`config.mk`:
```
export PLATFORM = sky130hd
export DESIGN_NAME = seg_scan_display_flat
export DESIGN_NICKNAME = d
export VERILOG_FILES = /design/src/rtl/seg_pkg.sv /design/src/rtl/seg_scan_display_if.sv /design/src/rtl/bcd_to_seg.sv /design/src/rtl/seg_scan_display.sv /design/src/flat_wrapper.sv
export SDC_FILE = /design/constraint.sdc
export NUM_CORES = 1
export LEC_CHECK = 0
export CAP_MARGIN = 40
export CORE_UTILIZATION = 45
export CTS_CLUSTER_DIAMETER = 80
export DETAILED_ROUTE_END_ITERATION = 10
export GPL_TIMING_DRIVEN = 0
export PLACE_DENSITY = 0.76
export SYNTH_ARGS = -nofsm -noshare
export SYNTH_HDL_FRONTEND = slang
export SYNTH_SLANG_ARGS = --single-unit
```
`constraint.sdc`:
```
create_clock -name clk -period 6.94 [get_ports clk]
set_clock_uncertainty 0.2 [all_clocks]
set_input_delay 1.388 -clock clk [delete_from_list [all_inputs] [get_ports clk]]
set_output_delay 1.388 -clock clk [all_outputs]
set_load 0.05 [all_outputs]
```
`src/rtl/seg_pkg.sv`:
```
// Shared constants and types for the multiplexed 7-segment display driver.
// Segment codes are active-low, ordered {g,f,e,d,c,b,a}.
package seg_pkg;

    localparam int NUM_DIGITS = 8;

    typedef logic [3:0] bcd_t;

    localparam logic [6:0] SEG_0     = 7'h40;
    localparam logic [6:0] SEG_1     = 7'h79;
    localparam logic [6:0] SEG_2     = 7'h24;
    localparam logic [6:0] SEG_3     = 7'h30;
    localparam logic [6:0] SEG_4     = 7'h19;
    localparam logic [6:0] SEG_5     = 7'h12;
    localparam logic [6:0] SEG_6     = 7'h02;
    localparam logic [6:0] SEG_7     = 7'h78;
    localparam logic [6:0] SEG_8     = 7'h00;
    localparam logic [6:0] SEG_9     = 7'h10;
    localparam logic [6:0] SEG_DASH  = 7'h3F;
    localparam logic [6:0] SEG_BLANK = 7'h7F;

endpackage

```
`src/rtl/seg_scan_display_if.sv`:
```
// Digit/strobe inputs and pin-level outputs of seg_scan_display.
// The blink enable vector exists only when SEG_BLINK_EN is defined.
interface seg_scan_display_if;
    import seg_pkg::*;

    logic                  load;
    logic [31:0]           digits;
    logic [3:0]            blank_lz;
    logic [NUM_DIGITS-1:0] dp;
`ifdef SEG_BLINK_EN
    logic [NUM_DIGITS-1:0] blink;
`endif
    logic [NUM_DIGITS-1:0] an;
    logic [6:0]            seg;
    logic                  dp_n;

`ifdef SEG_BLINK_EN
    modport master (output load, digits, blank_lz, dp, blink, input an, seg, dp_n);
    modport slave  (input load, digits, blank_lz, dp, blink, output an, seg, dp_n);
`else
    modport master (output load, digits, blank_lz, dp, input an, seg, dp_n);
    modport slave  (input load, digits, blank_lz, dp, output an, seg, dp_n);
`endif

endinterface

```
`src/rtl/bcd_to_seg.sv`:
```
// Combinational BCD nibble to active-low 7-segment code; A-F show a dash.
module bcd_to_seg
    import seg_pkg::*;
(
    input  bcd_t       nib,
    output logic [6:0] seg
);

    always_comb begin
        seg = SEG_DASH;
        case (nib)
            4'd0: seg = SEG_0;
            4'd1: seg = SEG_1;
            4'd2: seg = SEG_2;
            4'd3: seg = SEG_3;
            4'd4: seg = SEG_4;
            4'd5: seg = SEG_5;
            4'd6: seg = SEG_6;
            4'd7: seg = SEG_7;
            4'd8: seg = SEG_8;
            4'd9: seg = SEG_9;
            default: seg = SEG_DASH;
        endcase
    end

endmodule

```
`src/rtl/seg_scan_display.sv`:
```
// Time-multiplexed 8-digit common-anode display driver with leading-zero blanking.
// Define SEG_BLINK_EN to add per-digit blinking driven by a frame counter.
module seg_scan_display
    import seg_pkg::*;
#(
    parameter int REFRESH_DIV = 100000,
    parameter int GUARD       = 2,
    parameter int BLINK_DIV   = 256
) (
    input  logic               clk,
    input  logic               rst,
    seg_scan_display_if.slave  bus
);

    localparam int PW = (REFRESH_DIV > 1) ? $clog2(REFRESH_DIV) : 1;
    localparam logic [PW-1:0] PRESC_LAST = PW'(REFRESH_DIV - 1);
    localparam logic [PW-1:0] GUARD_END  = PW'(GUARD);

    logic [PW-1:0]         presc;
    logic [2:0]            idx;
    logic [31:0]           digits_sh;
    logic [3:0]            blz_sh;
    logic [NUM_DIGITS-1:0] dp_sh;
    logic                  slot_wrap;

    assign slot_wrap = (presc == PRESC_LAST);

    always_ff @(posedge clk) begin
        if (rst) begin
            presc     <= '0;
            idx       <= '0;
            digits_sh <= '0;
            blz_sh    <= '0;
            dp_sh     <= '0;
        end else begin
            presc <= slot_wrap ? '0 : presc + 1'b1;
            if (slot_wrap)
                idx <= idx + 3'd1;
            if (bus.load) begin
                digits_sh <= bus.digits;
                blz_sh    <= bus.blank_lz;
                dp_sh     <= bus.dp;
            end
        end
    end

    logic blink_hit;

`ifdef SEG_BLINK_EN
    localparam int FW = (BLINK_DIV > 1) ? $clog2(BLINK_DIV) : 1;
    localparam logic [FW-1:0] FRAME_LAST = FW'(BLINK_DIV - 1);

    logic [FW-1:0] frame_cnt;
    logic          phase;

    // A frame ends when the last digit's slot wraps.
    always_ff @(posedge clk) begin
        if (rst) begin
            frame_cnt <= '0;
            phase     <= 1'b0;
        end else if (slot_wrap && idx == 3'd7) begin
            if (frame_cnt == FRAME_LAST) begin
                frame_cnt <= '0;
                phase     <= ~phase;
            end else begin
                frame_cnt <= frame_cnt + 1'b1;
            end
        end
    end

    assign blink_hit = phase & bus.blink[idx];
`else
    assign blink_hit = 1'b0;
`endif

    // Stage p0: select and decode the digit for the current slot.
    bcd_t       nib_p0;
    logic [6:0] code_p0;
    logic       lz_hit_p0;
    logic       blank_p0;

    assign nib_p0    = digits_sh[{idx, 2'b00} +: 4];
    assign lz_hit_p0 = idx[0] && (nib_p0 == 4'd0) && blz_sh[idx[2:1]];
    assign blank_p0  = (presc < GUARD_END) || lz_hit_p0 || blink_hit;

    bcd_to_seg u_dec (
        .nib (nib_p0),
        .seg (code_p0)
    );

    // Stage p1: registered pin drivers.
    logic [NUM_DIGITS-1:0] an_p1;
    logic [6:0]            seg_p1;
    logic                  dpn_p1;

    always_ff @(posedge clk) begin
        if (rst || blank_p0) begin
            an_p1  <= '1;
            seg_p1 <= SEG_BLANK;
            dpn_p1 <= 1'b1;
        end else begin
            an_p1  <= ~(NUM_DIGITS'(1) << idx);
            seg_p1 <= code_p0;
            dpn_p1 <= ~dp_sh[idx];
        end
    end

    assign bus.an   = an_p1;
    assign bus.seg  = seg_p1;
    assign bus.dp_n = dpn_p1;

endmodule

```
`src/flat_wrapper.sv`:
```
// flat-port wrapper written by rule: the top's interface ports become plain ports
module seg_scan_display_flat import seg_pkg::*;
#(
    parameter int REFRESH_DIV = 100000,
    parameter int GUARD       = 2,
    parameter int BLINK_DIV   = 256
)
  (clk, rst, bus_load, bus_digits, bus_blank_lz, bus_dp, bus_an, bus_seg, bus_dp_n);
  seg_scan_display_if bus_i ();
  input  logic clk;
  input  logic rst;
  input wire logic [$bits(bus_i.load)-1:0] bus_load;
  input wire logic [$bits(bus_i.digits)-1:0] bus_digits;
  input wire logic [$bits(bus_i.blank_lz)-1:0] bus_blank_lz;
  input wire logic [$bits(bus_i.dp)-1:0] bus_dp;
  output wire logic [$bits(bus_i.an)-1:0] bus_an;
  output wire logic [$bits(bus_i.seg)-1:0] bus_seg;
  output wire logic [$bits(bus_i.dp_n)-1:0] bus_dp_n;
  assign bus_i.load = bus_load;
  assign bus_i.digits = bus_digits;
  assign bus_i.blank_lz = bus_blank_lz;
  assign bus_i.dp = bus_dp;
  assign bus_an = bus_i.an;
  assign bus_seg = bus_i.seg;
  assign bus_dp_n = bus_i.dp_n;
  seg_scan_display #(.REFRESH_DIV(REFRESH_DIV), .GUARD(GUARD), .BLINK_DIV(BLINK_DIV)) u_core (.clk(clk), .rst(rst), .bus(bus_i));
endmodule
```
==> summary.md, run 1 <==
| Metric | Value |
|---|---|
| CTS Sinks | 80 |
| CP max-delay cell | clkdlybuf4s50_1 |
| Cell Rows | 31 |
| Combinational group share of total power | 0.118 |
| CP top delay family | buffers and inverters |
| Post-Synthesis Cells | between 300 and 400 |
| Startpoint Class | register |
| # setup viols final | 0 |
| Die width | 89.3 um |
| Initial Util | 0.470 |
| R2R Setup Slk | 4.07 ns |
| Req. time, crit path | between 5 and 6 ns |
| Die height | about 90 um |
| F_max | between 0.3 and 0.4 GHz |
| Post-route ant nets | 0 |
| FILL cells | 645 |
| Final hold viol count | 0 |
| CTS tree | yes |
| H-tree levels | 3 |
| GP Congestion | 0.805 |
| Clock tree buffer depth | 2 |
| CP arrival | 1.47 ns |
| Total gr overflow | 0 |
| Critical path, cell by cell | clkdlybuf4s50_1 |
| Post-synthesis cell area | 0.00343 mm^2 |
| Util after Layout | 0.602 |
| Routed WL | 7.11 mm |
| CP Class | register to output pin |
| Sw Pwr | 0.000240 W |
| Hold_buf cts | 0 |
| Avg Cell Area, Syn | 10.4 um^2 |
| Max incr delay on CP | 0.80 ns |
| Relative slew slack | 0.481 |
| Leading cell types in the layout, fill and taps excluded | dfxtp_1, nor2_1, clkdlybuf4s50_1 |
| Max cap viols | 0 |
| Post-synthesis sequential area ratio | 0.467 |
| TNS Setup | 0 ns |
| Post-synth top flop | dfxtp_1 |
| RSZ-0062 raised after global routing | no |
| WP buf/inv | 1 |
| Global-route wire length before repair | 11.5 mm |
| Sequential share of power | 0.493 |
| Vias | approximately 2500 |
| Share of cells above drive strength 1 | 0.0762 |
| Nets | 461 |
| CTS Root Cell | clkbuf_8 |
| Dpl ws | approximately 3.6 ns |
| Crit path max fanout | 1 |
| Count of cell types in the netlist | 35 |
| Vias in the first global route | 2417 |
| VDD IR max | just under 0.0001 V |
| P&R area growth vs syn | 28.1% |
| Pwr Density | about 230 mW/mm^2 |
| Final worst setup slack | just under 4 ns |
| HP Class | register to register |
| Crit path capture type | output pin |
| First-pass DRT Iterations | 4 |
| Final Max Slew Viols | 0 |
| Commonest non-fill, non-tap cell in the layout | dfxtp_1 |
| Async S/R FF share, synth | 0 |
| Clock-pin slew on the worst setup and hold paths | around 0.090 ns |
| Port Buffers | 61 |
| Yosys warnings | 0 |
| I/O pin total | 63 |
| Register Area | 0.00160 mm^2 |
| Clock insertion delay at the later pin of the skew report | 0.36 ns |
| Multi-input gate area | 0.00172 mm^2 |
| Sw Share | 0.242 |
| Minimum clock period | 3.06 ns |
| Core area | 0.00729 mm^2 |
| LEAKAGE | 1.83 nW |
| Wire length per cell | 14.0 um |
| Internal Power | around 0.00075 W |
| EDFF count, synth | 0 |
| Clk pwr share | 0.390 |
| First DRT Iteration DRCs | ~110 |
| Cts bufs inserted | 9 |
| Total DRC errors in the routed layout | 0 |
| Largest net degree at the start of global routing | 15 |
| GRT Overall Usage | 0.194 |
| Post-CTS resize count | 0 |
| Post-CTS Setup Bufs | 0 |
| Number of antenna violations at the first check in global routing | 0 |
| Hpwl dp | 5.22 mm |
| Slew at the pin with the worst max-slew slack | a little under 0.8 ns |
| Syn nets | a little under 400 |
| Status | complete, no violations |
| Post-synthesis register bit count | 80 |
| Die area | 0.00797 mm^2 |
| Antenna Cells | 0 |
| Total power | 0.000992 W |
| Avg Vias per Cell | 4.99 |
| Tcrit/Tclk final | 0.441 |
-- flip-flops by register name, indices dropped and copies added (netlist names) --
name and flops:
u_core.idx 3, u_core.bus.seg 7, u_core.dp_sh 8, u_core.digits_sh 32, u_core.blz_sh 4, u_core.bus.dp_n 1, u_core.bus.an 8, u_core.presc 17
-- synth_stat cells (2+ instances only) --
| library cell | count | share of area |
|---|---|---|
| and3_1 | 2 | 0.0037 |
| buf_6 | 2 | 0.0066 |
| clkbuf_1 | 11 | 0.012 |
| clkbuf_2 | 2 | 0.0029 |
| dfxtp_1 | 80 | 0.47 |
| ha_1 | 12 | 0.044 |
| inv_1 | 5 | 0.0055 |
| mux2i_1 | 49 | 0.14 |
| mux4_1 | 9 | 0.069 |
| mux4_2 | 2 | 0.013 |
| nand2_1 | 21 | 0.023 |
| nand3_1 | 14 | 0.020 |
| nand4_1 | 3 | 0.0055 |
| nor2_1 | 70 | 0.077 |
| nor3_1 | 5 | 0.0073 |
| nor4_1 | 3 | 0.0055 |
| o21ai_0 | 6 | 0.0088 |
| o21bai_1 | 2 | 0.0044 |
| or2_2 | 2 | 0.0037 |
| xnor2_1 | 7 | 0.018 |
| xor2_1 | 9 | 0.023 |
-- layout make-up --
type,instances,area share
clock buffer,10,0.0314
buffer,17,0.0194
tap,99,0.0282
clock inverter,6,0.0205
inverter,6,0.00513
sequential,80,0.365
multi-input combinational,227,0.391
timing repair buffer,61,0.139
-- routing by layer --
metal	vias up	part of all wire	GRT usage
met5	-	0	0
met4	0	0.014	0.0693
met3	10	0.038	0.0388
met2	56	0.49	0.321
met1	1174	0.46	0.254
li1	1286	-	-
-- power groups by stage --
stage	logic (W)	clock network [W]	registers (W)
3_5_place_dp	0.000117	0	0.000499
3_3_place_gp	0.000114	0	0.000498
2_1_floorplan	0.0000555	0	0.000511
6_report	0.000117	0.000387	0.000489
5_1_grt	0.000127	0.000410	0.000491
4_1_cts	0.000118	0.000390	0.000489
-- cells by family after synthesis --
family / after synthesis / share of synthesized area
AO/OA/AOI/OAI: 13 / 0.0230
XOR/XNOR: 16 / 0.0409
adder cells (fa/ha/maj): 12 / 0.0438
buffers and inverters: 23 / 0.0314
flip-flops: 80 / 0.467
multiplexers: 63 / 0.237
AND/OR/NAND/NOR: 123 / 0.156
-- path summary, 6_finish.rpt --
path,from,to,depth (start not counted)
setup / recovery,u_core.bus.seg[0],bus_seg[0],1
hold / removal,u_core.presc[0],u_core.presc[0],1
setup reg to reg,u_core.idx[1],u_core.bus.seg[4],9
hold reg to reg,u_core.presc[0],u_core.presc[0],1
-- through the flow --
step                area (um^2)  cells  hold WS (ns)
finish                     4390    506         0.268
global route               4390    506         0.313
CTS                        4390    506         0.272
detailed placement         4160    490         0.254
global placement           4160    490         0.246
floorplan                  3430    330         0.230
(Power assumes the default switching activity.)
==> run 2: changes to the inputs <==
- clock period: 6.94 -> 3 ns (I/O delays scaled with it)
==> run 2 against run 1 <==
  * Final cell count did not move
  * Via count rose by 0.12%
  * Global-route usage did not move
  * Highest routed layer unchanged
  * Total power rose by 130%
  * Design area barely moved
  * Largest cell class unchanged
  * Wire length barely moved
  * Combinational power rose by 130%
  * Setup slack got worse by 3.6 ns
  * Critical path type is now register to register
  * Non-clock buffer count did not move
==> summary.md, run 2 (synthesis gave the netlist of run 1 again) <==
| Metric | Value |
|---|---|
| Largest net degree at the start of global routing | 15 (unchanged) |
| CP Class | register to register |
| Share of cells above drive strength 1 | 0.0811 (+0.00491) |
| Cell depth of the worst flop-to-flop path | 9 (unchanged) |
| Global-route wire length before repair | 11.5 mm (unchanged) |
| Crit path max fanout | 10 (+9) |
| Cts bufs inserted | 9 (unchanged) |
| F_max | ~0.37 GHz |
| Avg Vias per Cell | 5.00 (+0.12%) |
| Post-route ant nets | 0 (unchanged) |
| Hpwl dp | 5.22 mm (unchanged) |
| Startpoint Class | register |
| Core area | 0.00729 mm^2 (unchanged) |
| Crit path capture type | register |
| Clock insertion delay at the later pin of the skew report | 0.36 ns (about the same) |
| Pwr Density | 523 mW/mm^2 (+130%) |
| P&R area growth vs syn | 28.2% (about the same) |
| Final Max Slew Viols | 0 (unchanged) |
| Post-CTS Setup Bufs | 0 (unchanged) |
| Vias | 2529 (+0.12%) |
| GRT Overall Usage | 0.194 (unchanged) |
| Util after Layout | 0.602 (about the same) |
| Number of antenna violations at the first check in global routing | 0 (unchanged) |
| CP arrival | 2.80 ns (+1.33 ns) |
| R2R Setup Slk | 0.27 ns (-3.80 ns) |
| Total gr overflow | 0 (unchanged) |
| H-tree levels | 3 (unchanged) |
| WHS Endpoint | u_core.presc[0] |
| Final hold viol count | 0 (unchanged) |
| HP Class | register to register |
| RSZ-0062 raised after global routing | no |
| Largest regs | u_core.digits_sh: 32 flops, u_core.presc: 17 flops |
| Clock tree buffer depth | 2 (unchanged) |
| # setup viols final | 0 (unchanged) |
| Commonest non-fill, non-tap cell in the layout | dfxtp_1 |
| GP Congestion | 0.805 (unchanged) |
| Initial Util | 0.470 (unchanged) |
| Cell Rows | 31 (unchanged) |
| Largest register FFs | 32 (unchanged) |
| Req. time, crit path | 3.07 ns (-2.28 ns) |
| First DRT Iteration DRCs | 113 (unchanged) |
| Worst R2R End | u_core.bus.seg[4] |
| First-pass DRT Iterations | 4 (unchanged) |
| LEAKAGE | 1.84 nW (+0.22%) |
| Die width | 89.3 um (unchanged) |
| I/O pin total | 63 (unchanged) |
| Register Area | 0.00160 mm^2 (about the same) |
| Port Buffers | 61 (unchanged) |
| CTS Sinks | 80 (unchanged) |
| FILL cells | 645 (unchanged) |
| CTS Root Cell | clkbuf_8 |
| Routed WL | 7.11 mm (about the same) |
| HP Start | u_core.presc[0] |
| Vias in the first global route | 2417 (unchanged) |
| Biggest register | u_core.digits_sh |
| Antenna Cells | 0 (unchanged) |
| TNS Setup | 0 ns (unchanged) |
| Die height | 89.3 um (unchanged) |
| Wire length per cell | 14.1 um (about the same) |
| CTS tree | yes |
| Status | complete, no violations |
| Leading cell types in the layout, fill and taps excluded | dfxtp_1, nor2_1, clkdlybuf4s50_1 |
| Nets | 461 (unchanged) |
| Worst hold slack | 0.268 ns (-0.00000100 ns) |
| Slew at the pin with the worst max-slew slack | 0.778 ns (-0.0000631 ns) |
| Min-Delay Path Depth | 1 (unchanged) |
| Total DRC errors in the routed layout | 0 (unchanged) |
| Die area | 0.00797 mm^2 (unchanged) |
| Max cap viols | 0 (unchanged) |
| FF-to-FF Start | u_core.idx[0] |
| Tcrit/Tclk final | 0.908 |
| Clock-pin slew on the worst setup and hold paths | 0.08 ns (about the same) |
| Minimum clock period | about 2.7 ns |
| Relative slew slack | 0.481 (about the same) |
| VDD IR max | 0.000225 V (+130%) |
| Multi-input gate area | 0.00172 mm^2 (unchanged) |
==> run 2: cell counts in the layout (fill, tap and decap cells not counted) <==
Identical to the previous run, type by type.
==> run 2: per-layer routing <==
metal  vias to the layer above  global-route usage  share of wire
met3                        10              0.0388          0.038
met5                         -                   0              0
met4                         0              0.0693          0.014
met2                        58               0.321           0.49
met1                      1175               0.254           0.46
li1                       1286                   -              -
==> run 2: power by group <==
group	internal (W)	leakage (nW)	switching [W]
sequential	0.00111	0.656	0.0000215
clock	0.000494	0.113	0.000401
combinational	0.000137	1.07	0.000133
==> run 2: metrics by stage <==
stage	cell area [um^2]	std cells	setup slack, ns	power, W
finish	4390	506	0.275	0.00229
global route	4390	506	0.0717	0.00238
floorplan	3430	330	0.588	0.00131
detailed placement	4160	490	0.141	0.00143
CTS	4390	506	0.118	0.00231
global placement	4160	490	0.150	0.00142
==> run 2: how the worst max path moves through the flow <==
stage / from / endpoint / slack (ns) / depth (start not counted)
finish: u_core.idx[0] / u_core.bus.seg[4] / 0.27 / 9
global route: u_core.idx[0] / u_core.bus.seg[4] / 0.07 / 9
CTS: u_core.idx[1] / u_core.bus.seg[4] / 0.12 / 9
detailed placement: u_core.idx[1] / u_core.bus.seg[4] / 0.14 / 9
global placement: u_core.idx[1] / u_core.bus.seg[4] / 0.15 / 9
floorplan: u_core.idx[0] / u_core.bus.seg[4] / 0.59 / 9
==> run 2: cell type report <==
type                            instances  share of cell area
Multi-Input combinational cell        227               0.391
Sequential cell                        80               0.365
Timing Repair Buffer                   61               0.139
Clock buffer                           10              0.0313
Tap cell                               99              0.0282
Clock inverter                          6              0.0205
Buffer                                 17              0.0197
Inverter                                6             0.00513
==> run 2: critical path, stage by stage (launching register included) <==
cell and delay (ns):
dfxtp_2 0.44, buf_6 0.20, mux4_1 0.62, mux2i_2 0.34, ha_1 0.26, nand3_1 0.11, nor3_1 0.16, nor2_1 0.09
buf_6 0.15, o211ai_1 0.08
==> run 2: timing repair <==
action | in CTS | in global routing
gates resized for setup | 0 | 3
setup endpoints to repair | 0 | 10
hold buffers | 0 | 0
